$ cat src/rtl/hazard_scoreboard.sv
// Load-use hazard detector beside ID: per-register countdown of not-yet-forwardable
// results, combinational stall, saturating stall statistic and sticky stuck-stall watchdog.
module hazard_scoreboard #(
    parameter int unsigned NUM_REGS      = 8,
    parameter int unsigned REG_W         = 3,
    parameter int unsigned LOAD_LAT      = 1,
    parameter int unsigned ALU_LAT       = 0,
    parameter int unsigned CNT_W         = 16,
    parameter int unsigned STALL_TIMEOUT = 64
) (
    input  logic                clk,
    input  logic                reset,
    input  logic                id_valid,
    input  logic [REG_W-1:0]    id_rs,
    input  logic                id_rs_used,
    input  logic [REG_W-1:0]    id_rd,
    input  logic                id_rd_used,
    input  logic                id_reg_write,
    input  logic                id_mem_read,
    input  logic                flush,
    output logic                stall,
    output logic [NUM_REGS-1:0] pending,
    output logic [CNT_W-1:0]    stall_count,
    output logic                stall_err
);

    localparam int unsigned LAT_W = $clog2(LOAD_LAT + 1);
    localparam int unsigned RUN_W = $clog2(STALL_TIMEOUT + 1);

    logic [LAT_W-1:0] r_cnt [NUM_REGS];
    logic [RUN_W-1:0] r_run;
    logic [CNT_W-1:0] r_stall_count;
    logic             r_stall_err;

    logic             w_rs_pend;
    logic             w_rd_pend;
    logic             w_issue;
    logic [RUN_W-1:0] w_run_nxt;

    // Hazard check uses the pre-edge counters; a rs==rd pair just checks the same entry twice.
    assign w_rs_pend = id_rs_used && (r_cnt[id_rs] != '0);
    assign w_rd_pend = id_rd_used && (r_cnt[id_rd] != '0);
    assign stall     = id_valid && !flush && (w_rs_pend || w_rd_pend);
    assign w_issue   = id_valid && !flush && !stall;

    always_comb begin
        w_run_nxt = '0;
        if (stall) begin
            if (r_run == RUN_W'(STALL_TIMEOUT))
                w_run_nxt = r_run;
            else
                w_run_nxt = r_run + RUN_W'(1);
        end
    end

    always_comb begin
        pending = '0;
        for (int r = 0; r < NUM_REGS; r++)
            pending[r] = (r_cnt[r] != '0);
    end

    // Youngest issuing writer reloads its counter; everything else drains toward zero.
    always_ff @(posedge clk or posedge reset) begin
        if (reset) begin
            for (int r = 0; r < NUM_REGS; r++)
                r_cnt[r] <= '0;
        end else begin
            for (int r = 0; r < NUM_REGS; r++) begin
                if (w_issue && id_reg_write && (id_rd == REG_W'(r)))
                    r_cnt[r] <= id_mem_read ? LAT_W'(LOAD_LAT) : LAT_W'(ALU_LAT);
                else if (r_cnt[r] != '0)
                    r_cnt[r] <= r_cnt[r] - LAT_W'(1);
            end
        end
    end

    always_ff @(posedge clk or posedge reset) begin
        if (reset) begin
            r_stall_count <= '0;
            r_run         <= '0;
            r_stall_err   <= 1'b0;
        end else begin
            if (stall && (r_stall_count != '1))
                r_stall_count <= r_stall_count + CNT_W'(1);
            r_run <= w_run_nxt;
            if (w_run_nxt == RUN_W'(STALL_TIMEOUT))
                r_stall_err <= 1'b1;
        end
    end

    assign stall_count = r_stall_count;
    assign stall_err   = r_stall_err;

endmodule

$ cat config.mk
export PLATFORM = sky130hd
export DESIGN_NAME = hazard_scoreboard
export DESIGN_NICKNAME = d
export VERILOG_FILES = /design/src/rtl/hazard_scoreboard.sv
export SDC_FILE = /design/constraint.sdc
export NUM_CORES = 1
export LEC_CHECK = 0
export CELL_PAD_IN_SITES_DETAIL_PLACEMENT = 0
export CELL_PAD_IN_SITES_GLOBAL_PLACEMENT = 1
export CORE_ASPECT_RATIO = 1.1
export CORE_MARGIN = 3
export CORE_UTILIZATION = 34
export DETAILED_ROUTE_END_ITERATION = 12
export PLACE_DENSITY = 0.76
export SYNTH_ARGS = -nofsm -noshare
export SYNTH_HDL_FRONTEND = slang
export SYNTH_SLANG_ARGS = --single-unit
$ cat constraint.sdc
create_clock -name clk -period 1.8 [get_ports clk]
set_input_delay 0.27 -clock clk [delete_from_list [all_inputs] [get_ports clk]]
set_output_delay 0.27 -clock clk [all_outputs]
set_load 0.02 [all_outputs]
### After elaboration in Yosys (flattened, before gate mapping)

Cells that the tools add are included.

| storage, ports and cells | value |
|---|---|
| register bits after elaboration | 32 |
| latch bits | 0 |
| memory bits (writable) | 0 |
| ROM bits | 0 |
| input bits | 14 |
| output and inout bits | 26 |
| word-level logic and storage cells | 79 |
| memories kept | 0 |

| cells by class | value |
|---|---|
| add/sub/neg operators | 10 |
| $mul | 0 |
| div/mod/pow operators | 0 |
| magnitude comparators | 2 |
| eq/ne operators | 10 |
| shift operators | 0 |
| mux-type cells | 25 |
| bitwise logic cells | 2 |
| reduce and logical (&&, ||, !) cells | 19 |

Operators with widths:

| kind | count |
|---|---|
| 1-bit 2-to-1 mux | 21 |
| 16-bit by 1-bit adder with 16-bit output (second input constant) | 1 |
| 16-bit != test (second input constant) | 1 |
| 1-bit logical AND | 15 |
| 7-bit equality test (second input constant) | 2 |
| 7-bit 2-to-1 mux | 2 |
| 3-bit equality test (second input constant) | 4 |
| 4-bit greater-or-equal comparator (second input constant) | 2 |
| 3-bit inverter with 4-bit output | 2 |
| 1-bit subtractor (second input constant) | 8 |
| 7-bit by 1-bit adder with 7-bit output (second input constant) | 1 |
| 1-bit binary-select mux with 3-bit select | 2 |
| 3-bit by 2-bit equality test with 1-bit output (second input constant) | 2 |
| 3-bit by 1-bit equality test with 1-bit output (second input constant) | 1 |
| 3-bit logical NOT | 1 |
| 1-bit logical NOT | 2 |
| 1-bit logical OR | 1 |

### Longest topological paths before layout

Gate-level depths: netlist of the first run.

| logic depth | value |
|---|---|
| depth in word-level cells | 12 |
| depth in mapped cells | 7 |
| depth with buffers taken out | 6 |

### Least setup slack after synthesis of the first run

Ideal clock, no wire load.

| path | value |
|---|---|
| path kind | reg2reg |
| start | register r_cnt (netlist bit pending[3]) |
| end | register r_stall_count[1], in the netlist stall_count[1] |
| arrival time | 1986 ps |
| data required time | 1672 ps |
| setup slack | -313 ps |
| cell stages (with the launch flop) | 8 |
| buffers on the path | 1 |
| cells stage by stage | dfrtp_1 > mux2_1 > o221ai_1 > or3_1 > o32a_1 > buf_6 > nor2_1 > mux2_1 |

| between the ends | value |
|---|---|
| longest elaborated chain between the ends | 7 |

Ends and longest elaborated chain:

| element | RTL line | text |
|---|---|---|
| from (decl) | 30 | `logic [LAT_W-1:0] r_cnt [NUM_REGS];` |
| from (signal, indexed assignment) | 70 | `r_cnt[r] <= id_mem_read ? LAT_W'(LOAD_LAT) : LAT_W'(ALU_LAT);` |
| from (signal, indexed assignment) | 72 | `r_cnt[r] <= r_cnt[r] - LAT_W'(1);` |
| 1-bit binary-select mux with 3-bit select (on tied branches) | 41, 42 |  |
| 1-bit 2-to-1 mux (on tied branches) (2 in a row) | 41, 42 |  |
| 1-bit logical AND (on tied branches) | 41, 42 |  |
| 1-bit logical OR (*) | 43 | `assign stall = id_valid && !flush && (w_rs_pend \|\| w_rd_pend);` |
| 1-bit logical AND (*) | 43 |  |
| 1-bit logical AND (*) | 83 | `if (stall && (r_stall_count != '1))` |
| to (signal assigned) | 84 | `r_stall_count <= r_stall_count + CNT_W'(1);` |
| to (decl) | 32 | `logic [CNT_W-1:0] r_stall_count;` |

Mark *: on every way between the ends. The rest lies on a longest branch, timed or not. The select of a mux whose other input is x is not followed.
A chain may end at the register's enable or synchronous reset.

### Final worst setup path of the first run

| path | value |
|---|---|
| start | register r_cnt (netlist bit pending[0]) |
| end | register r_stall_count[14], in the netlist stall_count[14] |

Same word-level chain as after synthesis.

==> results of run 1 <==
cell usage after synthesis, types with 5 or more instances:
cell      count  area (sq um)
nor2_1       23         86.33
nor3_1        6         30.03
nand2_1       5         18.77
dfrtp_1      32         800.8
xor2_1       16         140.1
and3_1        6         37.54
nand2b_1      6         37.54
nand3_1      11         55.05
inv_1         6         22.52
path summary, 6_finish.rpt:
path,startpoint,to,slack (ps)
setup / recovery,pending[0],stall_count[14],-260
hold / removal,id_rd[2],pending[2],370
setup reg to reg,pending[0],stall_count[14],-260
hold reg to reg,stall_err,stall_err,470
max in group asynchronous,reset,pending[3],1090
min in group asynchronous,reset,r_run[4],390
worst max-delay path, cell delays in order (launching register included):
cell and delay, ps:
dfrtp_2 360, nor2b_4 140, a2111oi_2 50, or3_4 390, o32a_4 370, buf_8 160, nand3b_1 170, mux2_4 300
routing by layer:
metal	track usage, %	vias to the layer above	share of wire [%]	wire length, microns
li1	-	727	-	-
met1	19.20	743	41	1857
met2	30.32	46	53	2397
met3	4.660	2	5.9	268
met4	3.875	0	0.37	17
met5	0	-	0	0
cell families (layout without fill, tap and decap cells):
group	after synthesis	count (layout)	synth area share [%]
compound gates	12	12	5.385
xor+xnor	20	20	10.47
fa+ha+maj	3	3	2.244
buf+inv	9	88	2.542
flops	32	32	47.87
mux	8	8	5.086
simple gates	78	78	26.40
repair_timing:
item,CTS,global route
cloned,2,0
pin swaps,18,7
resized for setup,40,23
setup endpoints to repair,27,27
setup buffers,2,2
flip-flops by register name, summed over array words and instances, names as in the netlist:
name and flops:
stall_err 1, stall_count 16, pending 8, r_run 7
cell type report:
type | instances | area, sq um | area share [%]
Sequential cell | 32 | 809.5 | 29.82
Tap cell | 56 | 70.07 | 2.581
Timing Repair Buffer | 74 | 684.4 | 25.21
Multi-Input combinational cell | 121 | 1039 | 38.25
Inverter | 6 | 22.52 | 0.8295
Clock buffer | 8 | 90.09 | 3.318
power breakdown:
group          switching, mW  internal [mW]
registers             0.0466          0.758
logic                  0.150          0.171
clock network          0.232          0.311
placed cells by master, fill, tap and decap left out, types with 4 or more instances in the layout:
| master | n |
|---|---|
| clkdlybuf4s50_1 | 33 |
| buf_4 | 31 |
| dfrtp_1 | 25 |
| xor2_1 | 16 |
| nor2_1 | 15 |
| nand3_1 | 11 |
| dfrtp_2 | 7 |
| and3_1 | 6 |
| clkbuf_8 | 6 |
| inv_1 | 5 |
| nand2_1 | 5 |
| nor2_2 | 5 |
| mux2_4 | 4 |
| mux2i_1 | 4 |
| xnor2_1 | 4 |
| nand4_1 | 4 |
through the flow:
step / setup slack, ps / hold slack (ps)
finish: -262.2 / 374.9
global route: -332.3 / 370.9
CTS: -304.6 / 402.4
detailed placement: -1022 / 466.7
global placement: -978.2 / 454.5
floorplan: -224.2 / 337.1
==> results.toml, run 1 <==
[outcome]
status = "complete, but fails checks"
violations = "setup timing"

[clock_tree]
path_clk_slew_ps = 60
cts_hold_buf = 0
cts_sinks = 32
cts_made_buffers = 5
worst_skew_pair.late_latency_ps = 270
cts_max_path_buffers = 2
cts_tree = "done"
ctsHtreeMaxLevel = 2
root_buffer = "clkbuf_8"

[drt]
avgViaCountPerCell = 5.111
wl_microns = 4541
ant_nets = 0
dr.first_iter.drc_count = 37
drt-pass1-iter-count = 4
drcViolationCount = 0
drt-wirelength-per-cell_microns = 15.29
num_vias = 1518

[job]
drv_cap = 0

[timing]
slew_viol_final = 0
finalSetupTns_ps = -3289
fin_crit_sh_pct = 114.6
fin_skew_ps = 3.995
worst_pin_slew_ps = 405.7
fin_ws_ps = -262.2
rsz0062_at_grt = "true"
fmax_ghz = 0.4849
slew_headroom_pct = 72.95
final_hold_viol_count = 0
setup_viol = 21
fin_crit_ps = 2062

[place]
gp_congestion = 0.8959
port_buffers = 39
dpl_cell_area_sq_um = 2355
hpwlAfterDp_microns = 3076
dp.cells = 284

[global_route]
grt_max_degree = 33
grt_pass1_vias = 1651
grt_util_all_layers_pct = 16.72
grt_pass1_wl_microns = 7465
overflow = 0
antenna_found_initial = 0

[cells_and_area]
syn2layout_area_growth_pct = 62.30
nFillCells = 423
diodes = 0
final_util_pct = 57.96
final_cell_area_sq_um = 2715
instances_no_fill = 297
drive_gt1_share_pct = 35.27
final_net_count = 257

[synthesis]
postSynthAreaPerCell_sq_um = 10.33
synth.distinct_cells = 36
synth-edff-count = 0
ys_warn_count = 0
synth_flop_cell = "dfrtp_1"
synth.cell_area_sq_um = 1673
postSynthCellCount = 162
synth.net_count = 179
synth_seq_area_share_pct = 47.87
synthArstFlopShare_pct = 100.0
ys_ff_latch = 32

[power_and_ir_drop]
vdd_ir_drop_max_mv = 0.7191
power_density_nw_per_um2 = 614.6
leakage_nw = 1.241
design_power_total_mw = 1.669

[floorplan]
die_area_sq_um = 5799
start_util_pct = 35.71
dieHeight_microns = 79.57
die_x_microns = 72.88
ios = 40
num_rows = 26
fp.coreArea_sq_um = 4684

[critical_path]
arrival_ps = 2220
critPathMaxFanout = 5
worstSetupPathType = "reg2reg"
worstPathRequired_ps = 1960
critPathLaunchType = "flop"
cp-end-kind = "flop"
reg2reg_depth = 7

[min_path]
hold_class = "in2reg"
holdPathStages = 3
No activity file was read; power rests on OpenSTA's default activity.
==> run 2, diff against run 1 <==
--- a/config.mk
+++ b/config.mk
@@ -5,6 +5,7 @@
 export SDC_FILE = /design/constraint.sdc
 export NUM_CORES = 1
 export LEC_CHECK = 0
+export ABC_CLOCK_PERIOD_IN_PS = 1800
 export CELL_PAD_IN_SITES_DETAIL_PLACEMENT = 0
 export CELL_PAD_IN_SITES_GLOBAL_PLACEMENT = 1
 export CORE_ASPECT_RATIO = 1.1
@@ -12,6 +13,7 @@
 export CORE_UTILIZATION = 34
 export DETAILED_ROUTE_END_ITERATION = 12
 export PLACE_DENSITY = 0.76
+export SKIP_CTS_REPAIR_TIMING = 1
 export SYNTH_ARGS = -nofsm -noshare
 export SYNTH_HDL_FRONTEND = slang
 export SYNTH_SLANG_ARGS = --single-unit
==> run 2 against run 1 <==
The run still ends with setup timing left. Global-route usage down 1.2 points. Sequential cell count unchanged. Wire length shrank 1.4%. Sequential power barely moved. Non-clock buffer count grew 1. Utilization is 0.45 points lower. Cell count grew 0.34%. Via count is essentially flat. Setup slack got worse by 95 ps. Cell area is 0.78% lower. Sequential share of layout area up 0.24 points. Critical endpoint is now stall_count[1]. Largest cell class unchanged.
==> results.toml, run 2 (same netlist as run 1, synthesis figures left out) <==
[power_and_ir_drop]
seq_power_share_pct = 48.7
vdd_ir_drop_max_mv = 0.7066
power_frac_comb_pct = 18.2
clkPwrFrac_pct = 33.0
p_int_mw = 1.226
p_sw_mw = 0.4230
leakage_nw = 1.262
power_density_nw_per_um2 = 612.3
swShare_pct = 25.65

[clock_tree]
path_clk_slew_ps = 60
cts_made_buffers = 5
cts_max_path_buffers = 2
ctsHtreeMaxLevel = 2
root_buffer = "clkbuf_8"
cts_tree = "done"
cts_sinks = 32
worst_skew_pair.late_latency_ps = 280

[cells_and_area]
final_net_count = 258
drive_gt1_share_pct = 34.30
multi_input_area_sq_um = 998.5
mostFrequentLayoutCell = "clkdlybuf4s50_1"
mostFrequentLayoutCells = "clkdlybuf4s50_1 (33), buf_4 (31), dfrtp_1 (25), xor2_1 (16), nor2_1 (14)"
syn2layout_area_growth_pct = 61.03
largest_reg_flops = 16
nFillCells = 427
diodes = 0
regArea_sq_um = 809.5
instances_no_fill = 298
final_cell_area_sq_um = 2694

[min_path]
hold_class = "in2async"

[drt]
dr.first_iter.drc_count = 38
drt-wirelength-per-cell_microns = 15.03
avgViaCountPerCell = 5.091
wl_microns = 4478
num_vias = 1517
drcViolationCount = 0
drt-pass1-iter-count = 4
ant_nets = 0

[place]
dp.cells = 284
dpl_cell_area_sq_um = 2355
port_buffers = 39
pre_cts_slack_ps = -1022
hpwlAfterDp_microns = 3076
gp_congestion = 0.8959

[critical_path]
worstPathRequired_ps = 1960
worstSetupPathType = "reg2reg"
slowest_delay_ps = 410
slowest_stage = "or3_4"
cp-end-kind = "flop"
cp_num_buf_inv = 1
path_cells = "mux2_4, o221ai_2, or3_4, o32a_4, buf_8, nor2_2, mux2_1"
arrival_ps = 2320
critPathMaxFanout = 6
critPathTopFamily = "simple AND/OR/NAND/NOR gates"
critPathLaunchType = "flop"

[timing]
final_hold_viol_count = 0
fin_ws_ps = -357.0
worst_pin_slew_ps = 484.6
fin_skew_ps = 3.660
fmax_ghz = 0.4636
slew_headroom_pct = 67.69
worst_hold_slack_ps = 385.6
slew_viol_final = 0
finalSetupTns_ps = -5963
setup_viol = 24
fin_crit_ps = 2157
fin_crit_sh_pct = 119.8
rsz0062_at_grt = "true"

[floorplan]
fp.coreArea_sq_um = 4684
die_area_sq_um = 5799
ios = 40
num_rows = 26
die_x_microns = 72.88
dieHeight_microns = 79.57
start_util_pct = 35.71

[job]
drv_cap = 0

[global_route]
overflow = 0
grt_pass1_vias = 1565
grt_max_degree = 33
grt_util_all_layers_pct = 15.52
antenna_found_initial = 0
grt_pass1_wl_microns = 6941

[outcome]
status = "complete, but fails checks"
violations = "setup timing"
## run 2: per-layer routing
| metal | track usage [%] | wire length (microns) | up-vias |
|---|---|---|---|
| li1 | - | - | 724 |
| met1 | 18.11 | 1790 | 730 |
| met2 | 27.17 | 2316 | 54 |
| met3 | 5.038 | 293 | 9 |
| met4 | 3.875 | 77 | 0 |
| met5 | 0 | 0 | - |
## run 2: power by group through the flow
stage          clock network [mW]  registers, mW  logic (mW)
2_1_floorplan                   0          0.853      0.0824
3_3_place_gp                    0          0.811       0.273
3_5_place_dp                    0          0.815       0.277
4_1_cts                     0.569          0.803       0.281
5_1_grt                     0.614          0.812       0.324
6_report                    0.545          0.804       0.301
## run 2: final cells by class
class | count | area share [%]
tap | 56 | 2.601
timing repair buffer | 75 | 26.10
inverter | 6 | 0.8360
multi-input combinational | 121 | 37.06
clock buffer | 8 | 3.344
sequential | 32 | 30.05
## run 2: final timing paths
kind,from,end,slack [ps],cells past startpoint
worst max-delay path,pending[1],stall_count[1],-360,7
worst min-delay path,reset,r_run[4],390,3
worst max register to register,pending[1],stall_count[1],-360,7
max in group asynchronous,reset,stall_count[0],1100,3
min in group clk,id_rd[0],pending[0],400,3
worst min register to register,stall_err,stall_err,470,1
## run 2: metrics by stage
stage / power, mW / util, %
6_report: 1.649 / 57.51
5_1_grt: 1.751 / 57.51
4_1_cts: 1.653 / 52.19
3_5_place_dp: 1.093 / 50.27
3_3_place_gp: 1.084 / 50.27
2_1_floorplan: 0.9353 / -
## run 2: worst min-delay path, stage by stage
cell and delay (ps):
clkdlybuf4s50_1 400, inv_1 60, buf_4 350
